$ cat config.mk
export PLATFORM = sky130hd
export DESIGN_NAME = regfile_sequencer
export DESIGN_NICKNAME = d
export VERILOG_FILES = /design/src/rtl/regfile_sequencer.sv
export SDC_FILE = /design/constraint.sdc
export NUM_CORES = 1
export LEC_CHECK = 0
export ABC_AREA = 1
export BUFFER_PORTS_ARGS = -buffer_cell sky130_fd_sc_hd__buf_2
export CORE_ASPECT_RATIO = 1.5
export CORE_MARGIN = 2
export CORE_UTILIZATION = 51
export CTS_BUF_LIST = sky130_fd_sc_hd__clkbuf_2
export DETAILED_ROUTE_END_ITERATION = 7
export MAX_ROUTING_LAYER = met4
export PLACE_DENSITY = 0.78
export SLEW_MARGIN = 15
export SYNTH_ARGS = -nofsm -noshare
export SYNTH_HDL_FRONTEND = slang
export SYNTH_SLANG_ARGS = --single-unit
$ cat constraint.sdc
create_clock -name i_Clk -period 4.1 [get_ports i_Clk]
set_clock_uncertainty 0.1 [all_clocks]
set_input_delay 1.23 -clock i_Clk [delete_from_list [all_inputs] [get_ports i_Clk]]
set_output_delay 1.23 -clock i_Clk [all_outputs]
set_load 0.05 [all_outputs]
$ cat src/rtl/regfile_sequencer.sv
// regfile_sequencer: drives a strobed register file through a fixed
// select / read A / read B / capture B / write-back sequence for one ALU op.
// Optional build macro RFSEQ_FLAGS_EN adds registered zero/carry flags.
module regfile_sequencer #(
    parameter int unsigned DATA_W = 16
) (
    input  logic              i_Clk,
    input  logic              i_Reset,
    input  logic              i_req_valid,
    output logic              o_req_ready,
    input  logic [2:0]        i_req_op,
    input  logic [3:0]        i_req_rd,
    input  logic [3:0]        i_req_rs1,
    input  logic [3:0]        i_req_rs2,
    output logic              o_selectLatch,
    output logic              o_outputA,
    output logic              o_outputB,
    output logic              o_latchC,
    output logic [DATA_W-1:0] o_bus_data,
    output logic              o_bus_valid,
    input  logic [DATA_W-1:0] i_rf_data,
    output logic [DATA_W-1:0] o_result,
    output logic              o_done,
`ifdef RFSEQ_FLAGS_EN
    output logic              o_flag_z,
    output logic              o_flag_c,
`endif
    output logic              o_busy
);

    typedef enum logic [2:0] {StIdle, StSel, StRdA, StRdB, StCapB, StWb} state_t;

    localparam logic [2:0] OpAdd = 3'd0;
    localparam logic [2:0] OpSub = 3'd1;
    localparam logic [2:0] OpAnd = 3'd2;
    localparam logic [2:0] OpOr  = 3'd3;
    localparam logic [2:0] OpXor = 3'd4;
    localparam logic [2:0] OpPass = 3'd5;
    localparam logic [2:0] OpShl = 3'd6;
    localparam logic [2:0] OpShr = 3'd7;

    state_t            stateQ, stateD;
    logic [2:0]        opQ;
    logic [3:0]        rdQ, rs1Q, rs2Q;
    logic [DATA_W-1:0] opAQ, opBQ;
    logic [DATA_W-1:0] aluRes;
    logic              accept;

    assign accept = (stateQ == StIdle) && i_req_valid;

    // ALU on the captured operands; only consumed during write-back
    always_comb begin
        aluRes = '0;
        case (opQ)
            OpAdd:   aluRes = opAQ + opBQ;
            OpSub:   aluRes = opAQ - opBQ;
            OpAnd:   aluRes = opAQ & opBQ;
            OpOr:    aluRes = opAQ | opBQ;
            OpXor:   aluRes = opAQ ^ opBQ;
            OpPass:  aluRes = opAQ;
            OpShl:   aluRes = {opAQ[DATA_W-2:0], 1'b0};
            OpShr:   aluRes = {1'b0, opAQ[DATA_W-1:1]};
            default: aluRes = '0;
        endcase
    end

    // Next state and per-state strobes; bus is zero outside SEL and WB
    always_comb begin
        stateD        = stateQ;
        o_req_ready   = 1'b0;
        o_selectLatch = 1'b0;
        o_outputA     = 1'b0;
        o_outputB     = 1'b0;
        o_latchC      = 1'b0;
        o_bus_valid   = 1'b0;
        o_bus_data    = '0;
        unique case (stateQ)
            StIdle: begin
                o_req_ready = 1'b1;
                if (i_req_valid) stateD = StSel;
            end
            StSel: begin
                o_selectLatch = 1'b1;
                o_bus_valid   = 1'b1;
                o_bus_data    = DATA_W'({rdQ, rs2Q, rs1Q});
                stateD        = StRdA;
            end
            StRdA: begin
                o_outputA = 1'b1;
                stateD    = StRdB;
            end
            StRdB: begin
                o_outputB = 1'b1;
                stateD    = StCapB;
            end
            StCapB: stateD = StWb;
            StWb: begin
                o_latchC    = 1'b1;
                o_bus_valid = 1'b1;
                o_bus_data  = aluRes;
                stateD      = StIdle;
            end
            default: stateD = StIdle;
        endcase
    end

    assign o_busy = (stateQ != StIdle);

    // State, captured request fields, operands, result and done pulse
    always_ff @(posedge i_Clk) begin
        if (i_Reset) begin
            stateQ   <= StIdle;
            opQ      <= '0;
            rdQ      <= '0;
            rs1Q     <= '0;
            rs2Q     <= '0;
            opAQ     <= '0;
            opBQ     <= '0;
            o_result <= '0;
            o_done   <= 1'b0;
        end else begin
            stateQ <= stateD;
            o_done <= (stateQ == StWb);
            if (accept) begin
                opQ  <= i_req_op;
                rdQ  <= i_req_rd;
                rs1Q <= i_req_rs1;
                rs2Q <= i_req_rs2;
            end
            // Register file read data lags its output strobe by one cycle
            if (stateQ == StRdB)  opAQ <= i_rf_data;
            if (stateQ == StCapB) opBQ <= i_rf_data;
            if (stateQ == StWb)   o_result <= aluRes;
        end
    end

`ifdef RFSEQ_FLAGS_EN
    logic aluCarry;

    // Carry/borrow/shifted-out bit of the current op
    always_comb begin
        aluCarry = 1'b0;
        case (opQ)
            OpAdd:   aluCarry = (opAQ + opBQ) < opAQ;
            OpSub:   aluCarry = opAQ < opBQ;
            OpShl:   aluCarry = opAQ[DATA_W-1];
            OpShr:   aluCarry = opAQ[0];
            default: aluCarry = 1'b0;
        endcase
    end

    // Flags update only on write-back and hold otherwise
    always_ff @(posedge i_Clk) begin
        if (i_Reset) begin
            o_flag_z <= 1'b0;
            o_flag_c <= 1'b0;
        end else if (stateQ == StWb) begin
            o_flag_z <= (aluRes == '0);
            o_flag_c <= aluCarry;
        end
    end
`endif

endmodule

==> metrics.csv, run 1 <==
stage,metric,value,unit
run_status,status,finished with violations,
run_status,failing checks,negative setup slack,
global_route,gr ovfl total,0,
detailed_routing,DRC,0,
sta,Pins Over Slew Limit,0,
sta,Slew headroom,37.5,%
global_route,first-pass GRT wire length,26400,um
final_layout,area grow syn2layout,41.2,%
sta,final setup vio count,16,
clock_tree,TritonCTS Buffers,9,
yosys,Post-synth ARST share,0,%
floorplan,Die ar.,0.0102,mm^2
critical_path,highest-delay cell along the critical path,dfxtp_2,
pwr,Peak supply drop,0.331,mV
critical_path,CP Max Fanout,5,
critical_path,crit end category,flip-flop,
final_layout,Post-layout nets,959,
placed_design,Post-DP HPWL,11400,um
yosys,"EDFF count, synth",0,
clock_tree,Max clock buf depth,2,
detailed_routing,DRT Wirelength,18000,um
yosys,"FF+latch count, synth",67,
detailed_routing,Post-DRT Antenna Nets,0,
critical_path,"slowest stage delay, CP",0.37,ns
yosys,"Distinct cells, synth",38,
placed_design,PortBufs,73,
sta,fin crit share,119,%
clock_tree,clock latency on the worst-skew pair,0.53,ns
pwr,Power Density,386,mW/mm^2
critical_path,Setup crit start kind,flip-flop,
yosys,Yosys top cell by area,dfxtp_1,
floorplan,top-level I/O count,74,
final_layout,"Core Util, Final",73.6,%
detailed_routing,Initial DRT Pass Iterations,7,
yosys,cell area after synthesis,0.00479,mm^2
detailed_routing,Iter 0 DRT Violations,490,
global_route,pin count of the biggest net entering global routing,39,
critical_path,most used cell along the critical path,buf_4,
pwr,Leakage,3.19,nW
global_route,initial antenna violation count,1,
global_route,global-route usage over all layers,33.6,%
yosys,area share of the largest cell type after synthesis,28.0,%
hold_path,HP Class,reg -> reg,
critical_path,CP Class,reg -> reg,
yosys,leading cell types by count after synthesis,"nand2_1 (155), inv_1 (106), a21oi_1 (88)",
detailed_routing,vias,5808,
yosys,"Seq/Total Area, Yosys",28.0,%
clock_tree,clk slew on worst S/H paths,0.21,ns
floorplan,Initial Utilization,52.1,%
yosys,ys flop type,dfxtp_1,
floorplan,row count,43,
yosys,Area contributors post-synth,"dfxtp_1 (28%), ha_1 (13%), nand2_1 (12%), a21oi_1 (9.2%), inv_1 (8.3%)",
yosys,syn avg cell area,6.72,um^2
detailed_routing,Routed WL per cell,18.1,um
floorplan,Die Height,123,um
critical_path,CP Data Required Time,4.47,ns
sta,fmax,205,MHz
yosys,Syn Nets,797,
placed_design,GPL Wtd Cong,0.959,
clock_tree,# clock sinks,67,
critical_path,crit path DAT,5.25,ns
global_route,vias in the first global route,5547,
yosys,top-count cell post-synth,nand2_1,
placed_design,Place WS,-0.263,ns
final_layout,fraction of layout cells with a size suffix above 1,36.2,%
sta,Worst Tran Pin Value,0.937,ns
sta,post-route minimum period,4.88,ns
sta,worst setup margin,-0.783,ns
yosys,Yosys Warn Count,0,
sta,unrepaired setup endpoints after global routing,true,
clock_tree,CTS tree,done,
clock_tree,Clock Root Buffer,clkbuf_2,
floorplan,core area,0.00920,mm^2
floorplan,Die X,83.2,um
flow_run,max-capacitance violation count,0,
yosys,Cells after Synth,714,
sta,final hold vios,0,
detailed_routing,vias per cell,5.84,
clock_tree,CTS H-Tree Depth,3,
[path summary, 6_finish.rpt]
check | startpoint | to | cells after the start | slack [ns]
worst max-delay path | opBQ[1] | o_result[15] | 38 | -0.78
worst min-delay path | rs1Q[2] | rs1Q[2] | 2 | 0.37
worst max register to register | opBQ[1] | o_result[15] | 38 | -0.78
worst min register to register | rs1Q[2] | rs1Q[2] | 2 | 0.37
[critical path, delay by kind of cell (launching register included)]
kind            cells  cell delay [ns]
flops               1             0.37
compound gates      3             0.50
xor+xnor            1             0.19
fa+ha+maj           2             0.38
simple gates       14             1.22
buf+inv            18             2.05
[cells in the final DEF (no fill, tap or decap), types with 3 or more instances in the layout]
| master | synthesis | routed |
|---|---|---|
| a21oi_1 | 88 | 72 |
| a21oi_2 | 1 | 16 |
| buf_2 | 3 | 59 |
| buf_4 | 0 | 96 |
| buf_6 | 5 | 20 |
| clkbuf_2 | 0 | 10 |
| clkinv_2 | 0 | 3 |
| dfxtp_1 | 67 | 62 |
| dfxtp_2 | 0 | 5 |
| ha_1 | 48 | 37 |
| ha_4 | 0 | 10 |
| inv_1 | 106 | 90 |
| inv_2 | 4 | 19 |
| nand2_1 | 155 | 127 |
| nand2_2 | 0 | 22 |
| nand2_4 | 0 | 5 |
| nand3_1 | 28 | 18 |
| nand3_2 | 1 | 9 |
| nand4_1 | 4 | 4 |
| nor2_1 | 31 | 23 |
| nor2_4 | 1 | 7 |
| nor3_1 | 11 | 8 |
| nor3_4 | 0 | 4 |
| o2111ai_1 | 4 | 4 |
| o211ai_1 | 4 | 4 |
| o21ai_0 | 78 | 65 |
| o21ai_1 | 7 | 12 |
| o21ai_2 | 0 | 8 |
| o22ai_1 | 14 | 14 |
| xor2_1 | 15 | 11 |
| xor2_2 | 0 | 3 |
[report_power, final]
group          internal [mW]  total (mW)  leakage, nW  switching (mW)
combinational          0.600        1.50         2.58           0.901
sequential             0.688       0.720        0.547          0.0319
clock                  0.138       0.391       0.0691           0.253
[what timing repair did]
item	in CTS	in global routing
hold buffers	0	0
gates resized for setup	115	67
pin swaps	40	35
setup buffers	61	9
endpoints found under the setup margin	14	18
[layer usage]
metal | global-route usage [%] | wire length (um) | vias up
met5 | - | 0 | -
met2 | 60.9 | 9140 | 318
met1 | 32.1 | 6150 | 2687
met3 | 4.10 | 993 | 127
li1 | - | - | 2676
met4 | 27.0 | 1710 | 0
[cell type report]
class | count | area [um^2]
multi-input combinational | 509 | 3460
fill | 666 | 2430
inverter | 111 | 419
clock inverter | 6 | 56.3
clock buffer | 10 | 50.0
antenna | 1 | 2.50
sequential | 67 | 1350
tap | 112 | 140
timing repair buffer | 178 | 1290
[flip-flops by register name, indices dropped and copies added (netlist names)]
signal,cells
o_result,16
opAQ,16
opBQ,16
rdQ,4
rs1Q,4
rs2Q,4
opQ,3
stateQ,3
o_done,1
[through the flow]
stage	std cells	setup TNS, ns	area (um^2)	hold WS [ns]	power (mW)
floorplan	714	-2.22	4800	0.330	1.45
global placement	913	-0.822	5480	0.342	1.78
detailed placement	913	-1.01	5480	0.344	1.80
CTS	985	-6.38	6420	0.366	2.39
global route	994	-11.50	6770	0.382	2.75
finish	994	-8.52	6770	0.367	2.61
[cells by family (layout without fill, tap and decap cells)]
family	after synthesis	in the layout	synth area share (%)
XOR/XNOR	16	16	2.92
AND/OR/NAND/NOR	235	235	20.6
other	0	1	0
adder cells (fa/ha/maj)	49	49	12.9
AO/OA/AOI/OAI	209	209	23.9
buffers and inverters	138	305	11.7
flip-flops	67	67	28.0
Power figures use the tool's default switching activity.
==> inputs of run 2 (changes only) <==
- ABC_AREA: 1 -> not set
- SLEW_MARGIN: 15 -> 20
==> metrics.csv, run 2 <==
stage,metric,value,unit,change
run_status,status,finished with violations,,unchanged
run_status,failing checks,negative setup slack,,unchanged
yosys,"Seq/Total Area, Yosys",27.4,%,was 28.0%
final_layout,biggest regs,"o_result x16, opAQ x16, opBQ x16",,unchanged
final_layout,fraction of layout cells with a size suffix above 1,36.0,%,was 36.2%
critical_path,Setup crit start kind,flip-flop,,unchanged
critical_path,crit end category,primary output,,was flip-flop
sta,post-route minimum period,5.33,ns,was 4.88 ns
detailed_routing,Post-DRT Antenna Nets,0,,unchanged
sta,unrepaired setup endpoints after global routing,true,,unchanged
sta,fin crit share,130,%,was 119%
final_layout,Reg area,0.00135,mm^2,about the same
detailed_routing,vias,5691,,"was 5,808"
final_layout,area grow syn2layout,42.0,%,was 41.2%
hold_path,HP Class,reg -> reg,,unchanged
yosys,Yosys top cell by area,dfxtp_1,,unchanged
floorplan,Die X,84.0,um,was 83.2 um
sta,Pins Over Slew Limit,0,,unchanged
final_layout,"Core Util, Final",74.6,%,was 73.6%
global_route,vias in the first global route,5560,,"was 5,547"
critical_path,CP Max Fanout,5,,unchanged
detailed_routing,Routed WL per cell,19.2,um,was 18.1 um
yosys,syn avg cell area,7.31,um^2,was 6.72 um^2
yosys,"FF+latch count, synth",67,,unchanged
clock_tree,Max clock buf depth,2,,unchanged
final_layout,Final Cell Area,0.00695,mm^2,was 0.00677 mm^2
clock_tree,# clock sinks,67,,unchanged
floorplan,Die ar.,0.0104,mm^2,was 0.0102 mm^2
sta,final hold vios,0,,unchanged
yosys,area share of the largest cell type after synthesis,27.4,%,was 28.0%
yosys,ys flop type,dfxtp_1,,unchanged
global_route,global-route usage over all layers,33.3,%,was 33.6%
final_layout,multi-input logic area,0.00375,mm^2,was 0.00346 mm^2
pwr,Power Density,356,mW/mm^2,was 386 mW/mm^2
yosys,Post-synth ARST share,0,%,unchanged
yosys,leading cell types by count after synthesis,"nand2_1 (142), a21oi_1 (92), dfxtp_1 (67)",,"was nand2_1 (155), inv_1 (106), a21oi_1 (88)"
detailed_routing,vias per cell,6.02,,was 5.84
placed_design,area post-placement,0.00606,mm^2,was 0.00548 mm^2
sta,final setup vio count,14,,was 16
sta,fmax,188,MHz,was 205 MHz
sta,Worst Tran Pin Value,0.777,ns,was 0.937 ns
clock_tree,clock latency on the worst-skew pair,0.56,ns,was 0.53 ns
detailed_routing,Iter 0 DRT Violations,528,,was 490
placed_design,Post-DP HPWL,12000,um,"was 11,400 um"
clock_tree,Clock Root Buffer,clkbuf_2,,unchanged
pwr,total power,2.48,mW,was 2.61 mW
yosys,"Distinct cells, synth",47,,was 38
placed_design,placed insts,904,,was 913
critical_path,crit path DAT,4.00,ns,was 5.25 ns
pwr,Leakage,2.91,nW,was 3.19 nW
placed_design,GPL Wtd Cong,1.00,,was 0.959
final_layout,"commonest non-fill, non-tap cell in the layout",nand2_1,,unchanged
global_route,pin count of the biggest net entering global routing,68,,was 39
global_route,first-pass GRT wire length,26600,um,"was 26,400 um"
floorplan,Initial Utilization,52.6,%,was 52.1%
global_route,gr ovfl total,0,,unchanged
yosys,Syn Nets,752,,was 797
sta,Slew headroom,48.0,%,was 37.5%
clock_tree,TritonCTS Buffers,9,,unchanged
final_layout,most frequent cells in the layout,"nand2_1 (134), buf_4 (111), a21oi_1 (79)",,"was nand2_1 (127), buf_4 (96), inv_1 (90)"
floorplan,Die Height,124,um,was 123 um
detailed_routing,DRT Wirelength,18200,um,"was 18,000 um"
final_layout,fillcell total,624,,was 666
critical_path,CP Data Required Time,2.77,ns,was 4.47 ns
clock_tree,clk slew on worst S/H paths,0.23,ns,was 0.21 ns
sta,setup TNS,-11.75,ns,was -8.52 ns
detailed_routing,Initial DRT Pass Iterations,8,,was 7
final_layout,non-filler instance count after layout,946,,was 994
critical_path,CP Class,reg -> out,,was reg -> reg
clock_tree,CTS H-Tree Depth,3,,unchanged
yosys,Area contributors post-synth,"dfxtp_1 (27%), ha_1 (12%), nand2_1 (11%), a21oi_1 (9.4%), xnor2_1 (4.1%)",,"was dfxtp_1 (28%), ha_1 (13%), nand2_1 (12%), a21oi_1 (9.2%), inv_1 (8.3%)"
global_route,initial antenna violation count,1,,unchanged
yosys,Yosys Warn Count,0,,unchanged
yosys,Cells after Synth,669,,was 714
floorplan,core area,0.00931,mm^2,was 0.00920 mm^2
yosys,cell area after synthesis,0.00489,mm^2,was 0.00479 mm^2
sta,worst setup margin,-1.23,ns,was -0.783 ns
sta,Hold WS,0.365,ns,was 0.367 ns
yosys,top-count cell post-synth,nand2_1,,unchanged
pwr,Peak supply drop,0.272,mV,was 0.331 mV
placed_design,PortBufs,73,,unchanged
clock_tree,"Hold-fix buffers, CTS",0,,unchanged
yosys,"EDFF count, synth",0,,unchanged
clock_tree,CTS tree,done,,unchanged
detailed_routing,DRC,0,,unchanged
floorplan,row count,43,,unchanged
placed_design,Place WS,-0.573,ns,was -0.263 ns
final_layout,Post-layout nets,911,,was 959
floorplan,top-level I/O count,74,,unchanged
flow_run,max-capacitance violation count,0,,unchanged
[run 2: worst paths after layout]
path,slack [ns],startpoint,cells past startpoint,to
setup reg to reg,0.44,opBQ[2],17,o_result[15]
hold reg to reg,0.37,o_result[1],2,o_result[1]
setup / recovery,-1.23,opBQ[2],17,o_bus_data[15]
hold / removal,0.37,o_result[1],2,o_result[1]
[run 2: critical path: stages, from the launching register on]
cell	delay (ns)
dfxtp_2	0.38
or4_4	0.54
nor4_4	0.24
buf_6	0.18
buf_6	0.10
nor2_4	0.03
xnor2_2	0.15
ha_4	0.30
buf_6	0.12
nand4_1	0.16
nor2b_2	0.19
o211ai_1	0.15
nand3_1	0.14
xnor2_2	0.09
a221oi_2	0.29
buf_4	0.18
nor2_4	0.03
buf_8	0.15
[run 2: cell type report]
cell class              instances  area share (%)
diodes                          1          0.0360
clock buffers                  10           0.720
clock inverters                 6            1.30
inverters                      43            2.36
multi-input cells             515            54.0
flip-flops and latches         67            19.5
well taps                     112            2.02
repair buffers                192            20.1
[run 2: per-layer routing]
| metal | GRT usage, % | vias up | part of all wire (%) |
|---|---|---|---|
| met3 | 4.64 | 91 | 6.2 |
| met5 | - | - | 0 |
| met1 | 35.6 | 2691 | 37 |
| met2 | 58.9 | 302 | 51 |
| met4 | 19.7 | 0 | 5.5 |
| li1 | - | 2607 | - |
[run 2: power by group]
part           leakage [nW]  total [mW]  internal [mW]  switching (mW)
registers             0.546       0.700          0.677          0.0239
clock network        0.0821       0.477          0.205           0.272
logic                  2.28        1.30          0.597           0.702
[run 2: what timing repair did]
item	4_1_cts	5_1_grt
endpoints found under the setup margin	15	14
resized for setup	83	47
setup buffers	18	10
pin swaps	48	35
[run 2: kinds of logic after synthesis]
family,synth area share (%)
buffers and inverters,6.75
AO/OA/AOI/OAI,21.9
flip-flops,27.4
multiplexers,5.37
AND/OR/NAND/NOR,20.7
XOR/XNOR,5.19
adder cells (fa/ha/maj),12.7
